## src/rtl/l3_arbiter_pkg.sv

```systemverilog
// l3_arbiter_pkg: shared FSM encodings, default widths and index-width helper
package l3_arbiter_pkg;
  typedef enum logic [1:0] {
    ARB_IDLE   = 2'd0,
    ARB_ACCESS = 2'd1,
    ARB_DONE   = 2'd2
  } arb_state_t;
  localparam int DEF_N_CORE  = 4;
  localparam int DEF_DATA_W  = 16;
  localparam int DEF_ADDR_W  = 16;
  localparam int DEF_TMO_CYC = 63;
  function automatic int idx_w(input int n);
    return (n > 1) ? $clog2(n) : 1;
  endfunction
endpackage

```

## src/rtl/l3_arbiter_if.sv

```systemverilog
// l3_arbiter_if: core request/grant bundle plus the single L3 memory port
interface l3_arbiter_if import l3_arbiter_pkg::*; #(
  parameter int N_CORE = DEF_N_CORE,
  parameter int DATA_W = DEF_DATA_W,
  parameter int ADDR_W = DEF_ADDR_W
);
  logic [N_CORE-1:0]        req;
  logic [N_CORE-1:0]        req_we;
  logic [N_CORE*ADDR_W-1:0] req_addr;
  logic [N_CORE*DATA_W-1:0] req_wdata;
  logic [N_CORE-1:0]        gnt;
  logic [N_CORE-1:0]        ack;
  logic                     err;
  logic [DATA_W-1:0]        rdata;
  logic                     busy;
  logic                     mem_en;
  logic                     mem_we;
  logic [ADDR_W-1:0]        mem_addr;
  logic [DATA_W-1:0]        mem_wdata;
  logic [DATA_W-1:0]        mem_rdata;
  logic                     mem_rdy;
  modport slave (
    input  req, req_we, req_addr, req_wdata, mem_rdata, mem_rdy,
    output gnt, ack, err, rdata, busy, mem_en, mem_we, mem_addr, mem_wdata
  );
  modport master (
    output req, req_we, req_addr, req_wdata, mem_rdata, mem_rdy,
    input  gnt, ack, err, rdata, busy, mem_en, mem_we, mem_addr, mem_wdata
  );
endinterface

```

## src/rtl/l3_arbiter_rr_pick.sv

```systemverilog
// rr_pick: round-robin selection of the first requester after the last grant
module rr_pick import l3_arbiter_pkg::*; #(
  parameter int N = 4,
  parameter int W = idx_w(N)
) (
  input  logic [N-1:0] req,
  input  logic [W-1:0] last,
  output logic [W-1:0] pick,
  output logic         valid
);
  logic [N-1:0] rot;
  logic [W-1:0] off;
  always_comb begin
    rot = '0;
    for (int i = 0; i < N; i++) rot[i] = req[W'((int'(last) + 1 + i) % N)];
    off = '0;
    for (int i = N - 1; i >= 0; i--) if (rot[i]) off = W'(i);
    pick  = W'((int'(last) + 1 + int'(off)) % N);
    valid = |req;
  end
endmodule

```

## src/rtl/l3_arbiter.sv

```systemverilog
// l3_arbiter: round-robin sharing of one L3 port between N_CORE cores
// One transaction at a time: IDLE grants and latches, ACCESS waits for mem_rdy or timeout, DONE acks.
module l3_arbiter import l3_arbiter_pkg::*; #(
  parameter int N_CORE  = DEF_N_CORE,
  parameter int DATA_W  = DEF_DATA_W,
  parameter int ADDR_W  = DEF_ADDR_W,
  parameter int TMO_CYC = DEF_TMO_CYC
) (
  input logic          CLK,
  input logic          RESET,
  l3_arbiter_if.slave  bus
);
  localparam int LW = idx_w(N_CORE);
  localparam int CW = idx_w(TMO_CYC + 1);
  localparam logic [N_CORE-1:0] ONE = 1;
  arb_state_t        state_q, state_d;
  logic [N_CORE-1:0] gnt_q, gnt_d, ack_q, ack_d;
  logic              err_q, err_d, mem_en_q, mem_en_d, mem_we_q, mem_we_d;
  logic [DATA_W-1:0] rdata_q, rdata_d, mem_wdata_q, mem_wdata_d;
  logic [ADDR_W-1:0] mem_addr_q, mem_addr_d;
  logic [LW-1:0]     last_q, last_d, pick;
  logic [CW-1:0]     cnt_q, cnt_d;
  logic              pick_valid, slot_we;
  logic [ADDR_W-1:0] slot_addr;
  logic [DATA_W-1:0] slot_wdata;
  rr_pick #(.N(N_CORE), .W(LW)) u_pick (
    .req   (bus.req),
    .last  (last_q),
    .pick  (pick),
    .valid (pick_valid)
  );
  always_comb begin
    slot_we    = 1'b0;
    slot_addr  = '0;
    slot_wdata = '0;
    for (int i = 0; i < N_CORE; i++) begin
      if (int'(pick) == i) begin
        slot_we    = bus.req_we[i];
        slot_addr  = bus.req_addr[i*ADDR_W +: ADDR_W];
        slot_wdata = bus.req_wdata[i*DATA_W +: DATA_W];
      end
    end
  end
  always_comb begin
    state_d     = state_q;
    gnt_d       = gnt_q;
    ack_d       = ack_q;
    err_d       = err_q;
    rdata_d     = rdata_q;
    mem_en_d    = mem_en_q;
    mem_we_d    = mem_we_q;
    mem_addr_d  = mem_addr_q;
    mem_wdata_d = mem_wdata_q;
    last_d      = last_q;
    cnt_d       = cnt_q;
    case (state_q)
      ARB_IDLE: if (pick_valid) begin
        gnt_d       = ONE << pick;
        last_d      = pick;
        mem_en_d    = 1'b1;
        mem_we_d    = slot_we;
        mem_addr_d  = slot_addr;
        mem_wdata_d = slot_wdata;
        cnt_d       = '0;
        state_d     = ARB_ACCESS;
      end
      ARB_ACCESS: begin
        cnt_d = bus.mem_rdy ? cnt_q : cnt_q + CW'(1);
        // mem_rdy wins over a timeout landing on the same cycle
        if (bus.mem_rdy || cnt_q == CW'(TMO_CYC - 1)) begin
          mem_en_d = 1'b0;
          ack_d    = gnt_q;
          err_d    = !bus.mem_rdy;
          rdata_d  = (bus.mem_rdy && !mem_we_q) ? bus.mem_rdata : rdata_q;
          state_d  = ARB_DONE;
        end
      end
      ARB_DONE: begin
        gnt_d   = '0;
        ack_d   = '0;
        err_d   = 1'b0;
        state_d = ARB_IDLE;
      end
      default: state_d = ARB_IDLE;
    endcase
  end
  always_ff @(posedge CLK or negedge RESET) begin
    if (!RESET) begin
      state_q     <= ARB_IDLE;
      gnt_q       <= '0;
      ack_q       <= '0;
      err_q       <= 1'b0;
      rdata_q     <= '0;
      mem_en_q    <= 1'b0;
      mem_we_q    <= 1'b0;
      mem_addr_q  <= '0;
      mem_wdata_q <= '0;
      last_q      <= LW'(N_CORE - 1);
      cnt_q       <= '0;
    end else begin
      state_q     <= state_d;
      gnt_q       <= gnt_d;
      ack_q       <= ack_d;
      err_q       <= err_d;
      rdata_q     <= rdata_d;
      mem_en_q    <= mem_en_d;
      mem_we_q    <= mem_we_d;
      mem_addr_q  <= mem_addr_d;
      mem_wdata_q <= mem_wdata_d;
      last_q      <= last_d;
      cnt_q       <= cnt_d;
    end
  end
  assign bus.gnt       = gnt_q;
  assign bus.ack       = ack_q;
  assign bus.err       = err_q;
  assign bus.rdata     = rdata_q;
  assign bus.busy      = (state_q != ARB_IDLE);
  assign bus.mem_en    = mem_en_q;
  assign bus.mem_we    = mem_we_q;
  assign bus.mem_addr  = mem_addr_q;
  assign bus.mem_wdata = mem_wdata_q;
endmodule

```

## src/flat_wrapper.sv

```systemverilog
// flat-port wrapper written by rule: the top's interface ports become plain ports
module l3_arbiter_flat import l3_arbiter_pkg::*;
#(
  parameter int N_CORE  = DEF_N_CORE,
  parameter int DATA_W  = DEF_DATA_W,
  parameter int ADDR_W  = DEF_ADDR_W,
  parameter int TMO_CYC = DEF_TMO_CYC
)
  (CLK, RESET, bus_req, bus_req_we, bus_req_addr, bus_req_wdata, bus_mem_rdata, bus_mem_rdy, bus_gnt, bus_ack, bus_err, bus_rdata, bus_busy, bus_mem_en, bus_mem_we, bus_mem_addr, bus_mem_wdata);
  l3_arbiter_if #(.N_CORE(N_CORE), .DATA_W(DATA_W), .ADDR_W(ADDR_W)) bus_i ();
  input logic CLK;
  input logic RESET;
  input wire logic [$bits(bus_i.req)-1:0] bus_req;
  input wire logic [$bits(bus_i.req_we)-1:0] bus_req_we;
  input wire logic [$bits(bus_i.req_addr)-1:0] bus_req_addr;
  input wire logic [$bits(bus_i.req_wdata)-1:0] bus_req_wdata;
  input wire logic [$bits(bus_i.mem_rdata)-1:0] bus_mem_rdata;
  input wire logic [$bits(bus_i.mem_rdy)-1:0] bus_mem_rdy;
  output wire logic [$bits(bus_i.gnt)-1:0] bus_gnt;
  output wire logic [$bits(bus_i.ack)-1:0] bus_ack;
  output wire logic [$bits(bus_i.err)-1:0] bus_err;
  output wire logic [$bits(bus_i.rdata)-1:0] bus_rdata;
  output wire logic [$bits(bus_i.busy)-1:0] bus_busy;
  output wire logic [$bits(bus_i.mem_en)-1:0] bus_mem_en;
  output wire logic [$bits(bus_i.mem_we)-1:0] bus_mem_we;
  output wire logic [$bits(bus_i.mem_addr)-1:0] bus_mem_addr;
  output wire logic [$bits(bus_i.mem_wdata)-1:0] bus_mem_wdata;
  assign bus_i.req = bus_req;
  assign bus_i.req_we = bus_req_we;
  assign bus_i.req_addr = bus_req_addr;
  assign bus_i.req_wdata = bus_req_wdata;
  assign bus_i.mem_rdata = bus_mem_rdata;
  assign bus_i.mem_rdy = bus_mem_rdy;
  assign bus_gnt = bus_i.gnt;
  assign bus_ack = bus_i.ack;
  assign bus_err = bus_i.err;
  assign bus_rdata = bus_i.rdata;
  assign bus_busy = bus_i.busy;
  assign bus_mem_en = bus_i.mem_en;
  assign bus_mem_we = bus_i.mem_we;
  assign bus_mem_addr = bus_i.mem_addr;
  assign bus_mem_wdata = bus_i.mem_wdata;
  l3_arbiter #(.N_CORE(N_CORE), .DATA_W(DATA_W), .ADDR_W(ADDR_W), .TMO_CYC(TMO_CYC)) u_core (.CLK(CLK), .RESET(RESET), .bus(bus_i));
endmodule
```

## config.mk

```make
export PLATFORM = sky130hd
export DESIGN_NAME = l3_arbiter_flat
export DESIGN_NICKNAME = d
export VERILOG_FILES = /design/src/rtl/l3_arbiter_pkg.sv /design/src/rtl/l3_arbiter_if.sv /design/src/rtl/l3_arbiter_rr_pick.sv /design/src/rtl/l3_arbiter.sv /design/src/flat_wrapper.sv
export SDC_FILE = /design/constraint.sdc
export NUM_CORES = 1
export LEC_CHECK = 0
export CAP_MARGIN = 20
export CORE_UTILIZATION = 34
export CTS_CLUSTER_SIZE = 10
export DETAILED_ROUTE_END_ITERATION = 6
export GPL_TIMING_DRIVEN = 0
export PLACE_DENSITY = 0.73
export SYNTH_ARGS = -nofsm -noshare
export SYNTH_HDL_FRONTEND = slang
export SYNTH_SLANG_ARGS = --single-unit
```

## constraint.sdc

```tcl
create_clock -name CLK -period 5 [get_ports CLK]
set_clock_uncertainty 0.2 [all_clocks]
set_input_delay 1.25 -clock CLK [delete_from_list [all_inputs] [get_ports CLK]]
set_output_delay 1.25 -clock CLK [all_outputs]
set_load 0.01 [all_outputs]
```

### Yosys cells after proc, flatten, opt, wreduce, memory -nomap -nowiden

Cells that the tools add are included.

| cells by class | value |
|---|---|
| add/subtract/negate cells | 6 |
| multipliers | 0 |
| div/mod/pow operators | 0 |
| magnitude comparators | 4 |
| equality and inequality tests | 9 |
| shifts and indexed selects | 1 |
| multiplexer cells | 43 |
| bitwise operators | 0 |
| reductions and logical operators | 18 |

Operator list:

| kind | count |
|---|---|
| $mux W16 | 8 |
| $lt A2 B4 Y1 const B | 4 |
| $pmux W4 S2 | 2 |
| $mux W1 | 15 |
| $mux W2 | 6 |
| $mux W6 | 2 |
| $pmux W6 S2 | 1 |
| $reduce_and A3 Y1 | 3 |
| $bmux W1 S2 | 4 |
| $mux W4 | 2 |
| $reduce_and A2 Y1 | 4 |
| $reduce_bool A2 Y1 | 4 |
| $add A6 B1 Y6 const B | 1 |
| $eq A2 B2 Y1 const B | 3 |
| $eq A6 B6 Y1 const B | 1 |
| $add A2 B1 Y2 const B | 2 |
| $add A2 B2 Y2 const B | 2 |
| $eq A2 B1 Y1 const B | 2 |
| $logic_not A2 Y1 | 2 |
| $ne A2 B1 Y1 const B | 2 |
| $pmux W1 S2 | 2 |
| $pmux W2 S2 | 1 |
| $reduce_or A4 Y1 | 1 |
| $shl A1 B2 Y4 const A | 1 |
| 5 further kinds | 6 |

| word-level totals | value |
|---|---|
| bits in registers | 69 |
| bits in latches | 0 |
| RAM bits | 0 |
| ROM bits | 0 |
| input bits | 155 |
| output and inout bits | 60 |
| memories kept | 0 |

### Logic depth before layout (Yosys ltp)

| logic depth | value |
|---|---|
| word-level depth | 15 |
| gate-level depth with buffers | 12 |
| gate-level depth less buffers | 11 |

### Modules after synthesis

A second synthesis with hierarchy kept.

| second synthesis, totals | value |
|---|---|
| cells, all modules | 280 |
| area, all modules | 4000.1 sq um |

By module, submodules not included:

| module | times used | cells each | area an instance (sq um) | sequential area each (sq um) |
|---|---|---|---|---|
| l3_arbiter | 1 | 254 | 3799.9 | 1729.2 |
| rr_pick | 1 | 26 | 200.2 | 0.0 |

### Worst setup path after synthesis

Ideal clock, no wire load.

| timing path | value |
|---|---|
| path kind | input to register |
| from | in bus_req[1] |
| to | reg u_core.mem_addr_q[11] (netlist: u_core.bus.mem_addr[11]) |
| arrival time | 3305 ps |
| data required time | 4675 ps |
| slack | 1371 ps |
| stages | 10 |
| buffers on the path | 2 |
| cells stage by stage | inv_1 -> o21ai_0 -> a21oi_1 -> nor3_1 -> a21oi_1 -> ha_1 -> buf_2 -> buf_2 -> mux4_1 -> mux2_2 |

| between the ends | value |
|---|---|
| cells in the longest elaborated chain, start to end | 13 |

RTL lines:

| item | RTL line | source |
|---|---|---|
| start, declared | flat_wrapper.sv:13 | `input wire logic [$bits(bus_i.req)-1:0] bus_req;` |
| $bmux W1 S2 | l3_arbiter_rr_pick.sv:15 | `for (int i = 0; i < N; i++) rot[i] = req[W'((int'(last) + 1 + i) % N)];` |
| $mux W1 (implied by the code) (2 in a row) | l3_arbiter_rr_pick.sv:15 |  |
| $mux W2 (3 in a row) | l3_arbiter_rr_pick.sv:17 | `for (int i = N - 1; i >= 0; i--) if (rot[i]) off = W'(i);` |
| $mux W2 (*) | l3_arbiter_rr_pick.sv:17 |  |
| $add A2 B2 Y2 (*) | l3_arbiter_rr_pick.sv:18 | `pick = W'((int'(last) + 1 + int'(off)) % N);` |
| net u_core.pick[0] | l3_arbiter.sv:21 | `logic [LW-1:0] last_q, last_d, pick;` |
| $logic_not A2 Y1 | l3_arbiter.sv:37 | `if (int'(pick) == i) begin` |
| $mux W16 (3 in a row) | l3_arbiter.sv:37 |  |
| $mux W16 (*) | l3_arbiter.sv:37 |  |
| end signal, assigned | l3_arbiter.sv:108 | `mem_addr_q <= mem_addr_d;` |
| end, declared | l3_arbiter.sv:20 | `logic [ADDR_W-1:0] mem_addr_q, mem_addr_d;` |

The timed path passes the listed nets; every way through them passes the cells marked *. The select of a mux whose other input is x is not followed.
A chain may end at the register's enable or synchronous reset.

### Worst setup path after layout

| timing path | value |
|---|---|
| from | in bus_req[1] |
| to | reg u_core.mem_addr_q[2] (netlist: u_core.bus.mem_addr[2]) |

The elaborated chain is that of the path after synthesis.

==> metrics.txt <==
Final nets 645; fin util 58.1%; Residual DRC 0; number of synthesized flops with an enable pin 0; mux cell area share after synthesis 36.6%; Synth Area in Compound Gates 4.87%; clk root buf clkbuf_8; Pins Over Slew Limit 0; Req. time, crit path 5.04 ns; Startpoint Class primary input; most frequent cells after synthesis 67 x dfrtp_1, 48 x mux2_2, 32 x mux4_1; Synth Area in XOR/XNOR 1.81%; fill count 896; Buffers on Ports 214; synth-to-layout area growth 66.4%; adder-cell area share of the yosys netlist 0.987%; total vias in the final route 3,208; Die Height 108 µm; Worst Path Arrival 4.33 ns; Max H-tree Level 3; # IOs 215; post-synth top area cell dfrtp_1; clock insertion delay at the later pin of the skew report 0.34 ns; Mapped Area 0.00380 mm²; DIE WIDTH 108 µm; layout cells sized above 1 16.1%; FF+latch area 0.00173 mm²; largest net degree at the start of global routing 70; gpl congestion 0.773; period utilization 85.9%; CTS sink cnt 69; Final Cell Area 0.00633 mm²; Clock transition at path regs 0.08 ns; Mapped Nets 420; final setup TNS 0 ns; Iteration-0 DRC Markers 115; initial antenna violation count 0; sequential fraction of the synthesis area 45.5%; vias in the first global route 3,433; die area 0.0116 mm²; Rows 38; largest family of logic cells by synthesized area multiplexers; Syn Area/Cell 14.5 µm²; Leak 0.00258 µW; worst-case clock buffer depth 2; total gr overflow 0; drt wl/cell 17.5 µm; post-route insts no fill 632; Post-CTS Setup Bufs 0; Worst setup EP type flip-flop; VDD IR-drop max 0.336 mV; simple-gate area share of the yosys netlist 6.58%; DP HPWL 8.76 mm; PwrDens 646 mW/mm²; total area of multi-input combinational cells 0.00193 mm²; total CTS buffers 9; Yosys top cell area share 44.1%; Starting Density 34.9%; drt first pass iters 4; dominant cells by area after synthesis dfrtp_1 44%, mux4_1 22%, mux2_2 14%; Power, Total 4090 µW; Rel. slew slack 41.6%; crit path max fanout 10; first-pass GRT wire length 17.4 mm; fraction of registers with async set/reset 100%; Final Setup Violations 0; CTS Hold Bufs 0; antenna-violating nets left 0; routed vias/inst 5.08; Area after DPL 0.00612 mm²; cell count after synthesis 262; Fmax 233 MHz; status completed; Unique masters post-synth 36; Synth warnings 0; Synth Flop Type dfrtp_1; Fin. Hold Viols 0; Placed Cells 616; max_cap viols 0; most common cell in the netlist dfrtp_1; final WL 11.1 mm; area of the core 0.0109 mm²; FF+latch count, synth 69; unrepaired setup endpoints after global routing false; Hold WC Path Type reg -> reg; post-CTS sizing 0; Final min period 4.29 ns; WS Path Type in -> reg; n_diodes 0; GRT Resource Usage Total 20.0%; Tightest Pin Transition 0.876 ns; CTS tree done
[report_power, final]
group	internal (µW)	leakage (µW)	switching [µW]
Clock	247	0.0000991	229
Combinational	1560	0.00165	1060
Sequential	838	0.000835	153
[layer usage]
metal	part of all wire [%]	vias up	GRT usage, %	wire length [µm]
met1	38	1549	21.9	4190
met2	51	155	35.9	5680
met5	0	-	0	0
li1	-	1484	-	-
met3	8.3	20	5.87	923
met4	2.4	0	8.22	269
[final timing paths]
kind | depth (start not counted) | slack [ns] | from | end
min | 1 | 0.31 | u_core.bus.mem_wdata[5] | u_core.bus.mem_wdata[5]
min reg2reg | 1 | 0.31 | u_core.bus.mem_wdata[5] | u_core.bus.mem_wdata[5]
min in group asynchronous | 1 | 0.83 | RESET | u_core.bus.rdata[13]
max reg2reg | 10 | 1.75 | u_core.last_q[1] | u_core.bus.mem_addr[2]
max in group asynchronous | 1 | 3.20 | RESET | u_core.bus.mem_addr[13]
max | 11 | 0.71 | bus_req[1] | u_core.bus.mem_addr[2]
[state kept, by name, indices dropped and copies added, names as in the netlist]
| register | cells |
|---|---|
| u_core.bus.mem_wdata | 16 |
| u_core.bus.mem_we | 1 |
| u_core.bus.mem_en | 1 |
| u_core.bus.mem_addr | 16 |
| u_core.cnt_q | 6 |
| u_core.bus.rdata | 16 |
| u_core.bus.gnt | 4 |
| u_core.bus.err | 1 |
| u_core.last_q | 2 |
| u_core.bus.ack | 4 |
| u_core.state_q | 2 |
[layout make-up]
cell class,count,share of cell area [%]
Clock buffer,10,2.18
Timing Repair Buffer,214,33.8
Clock inverter,6,1.13
Buffer,15,1.68
Tap cell,140,2.77
Inverter,9,0.534
Multi-Input combinational cell,169,30.6
Sequential cell,69,27.3
[layout by cell type, fill, tap and decap left out, drive strengths merged, types with 2 or more instances in the layout]
master,n
dfstp,2
dlygate4sd1,3
a32o,2
o31ai,2
clkinvlp,2
inv,9
xnor2,4
mux4,32
mux2,48
clkdlybuf4s50,213
clkinv,3
nor4,2
nand2b,3
clkbuf,14
or3,4
dfrtp,67
a21oi,2
o21ai,12
nor2,10
a41o,2
ha,3
nand3,9
o41ai,2
xor2,3
buf,9
nand2,18
nor3,3
[worst max-delay path, stage by stage]
cell and delay, ns:
clkdlybuf4s50_1 0.60, inv_1 0.10, o21ai_0 0.17, a21oi_1 0.09, nor3_1 0.17, a21oi_1 0.06, ha_1 0.33, buf_2 0.28
buf_2 0.35, mux4_1 0.63, mux2_2 0.29
[cells by family (layout without fill, tap and decap cells)]
kind of cell             count (synthesis)  count (layout)
adder cells (fa/ha/maj)                  3               3
AO/OA/AOI/OAI                           26              26
XOR/XNOR                                 7               7
multiplexers                            81              81
buffers and inverters                   24             254
flip-flops                              69              69
AND/OR/NAND/NOR                         52              52
[per-stage QoR]
stage | setup WS, ns | hold WS (ns)
after floorplan | 1.37 | 0.305
after global placement | 0.145 | 0.288
after detailed placement | 0.309 | 0.295
after CTS | 0.682 | 0.313
after global routing | 0.538 | 0.326
final | 0.706 | 0.308
Note: power is estimated with default switching activity, not from simulation.
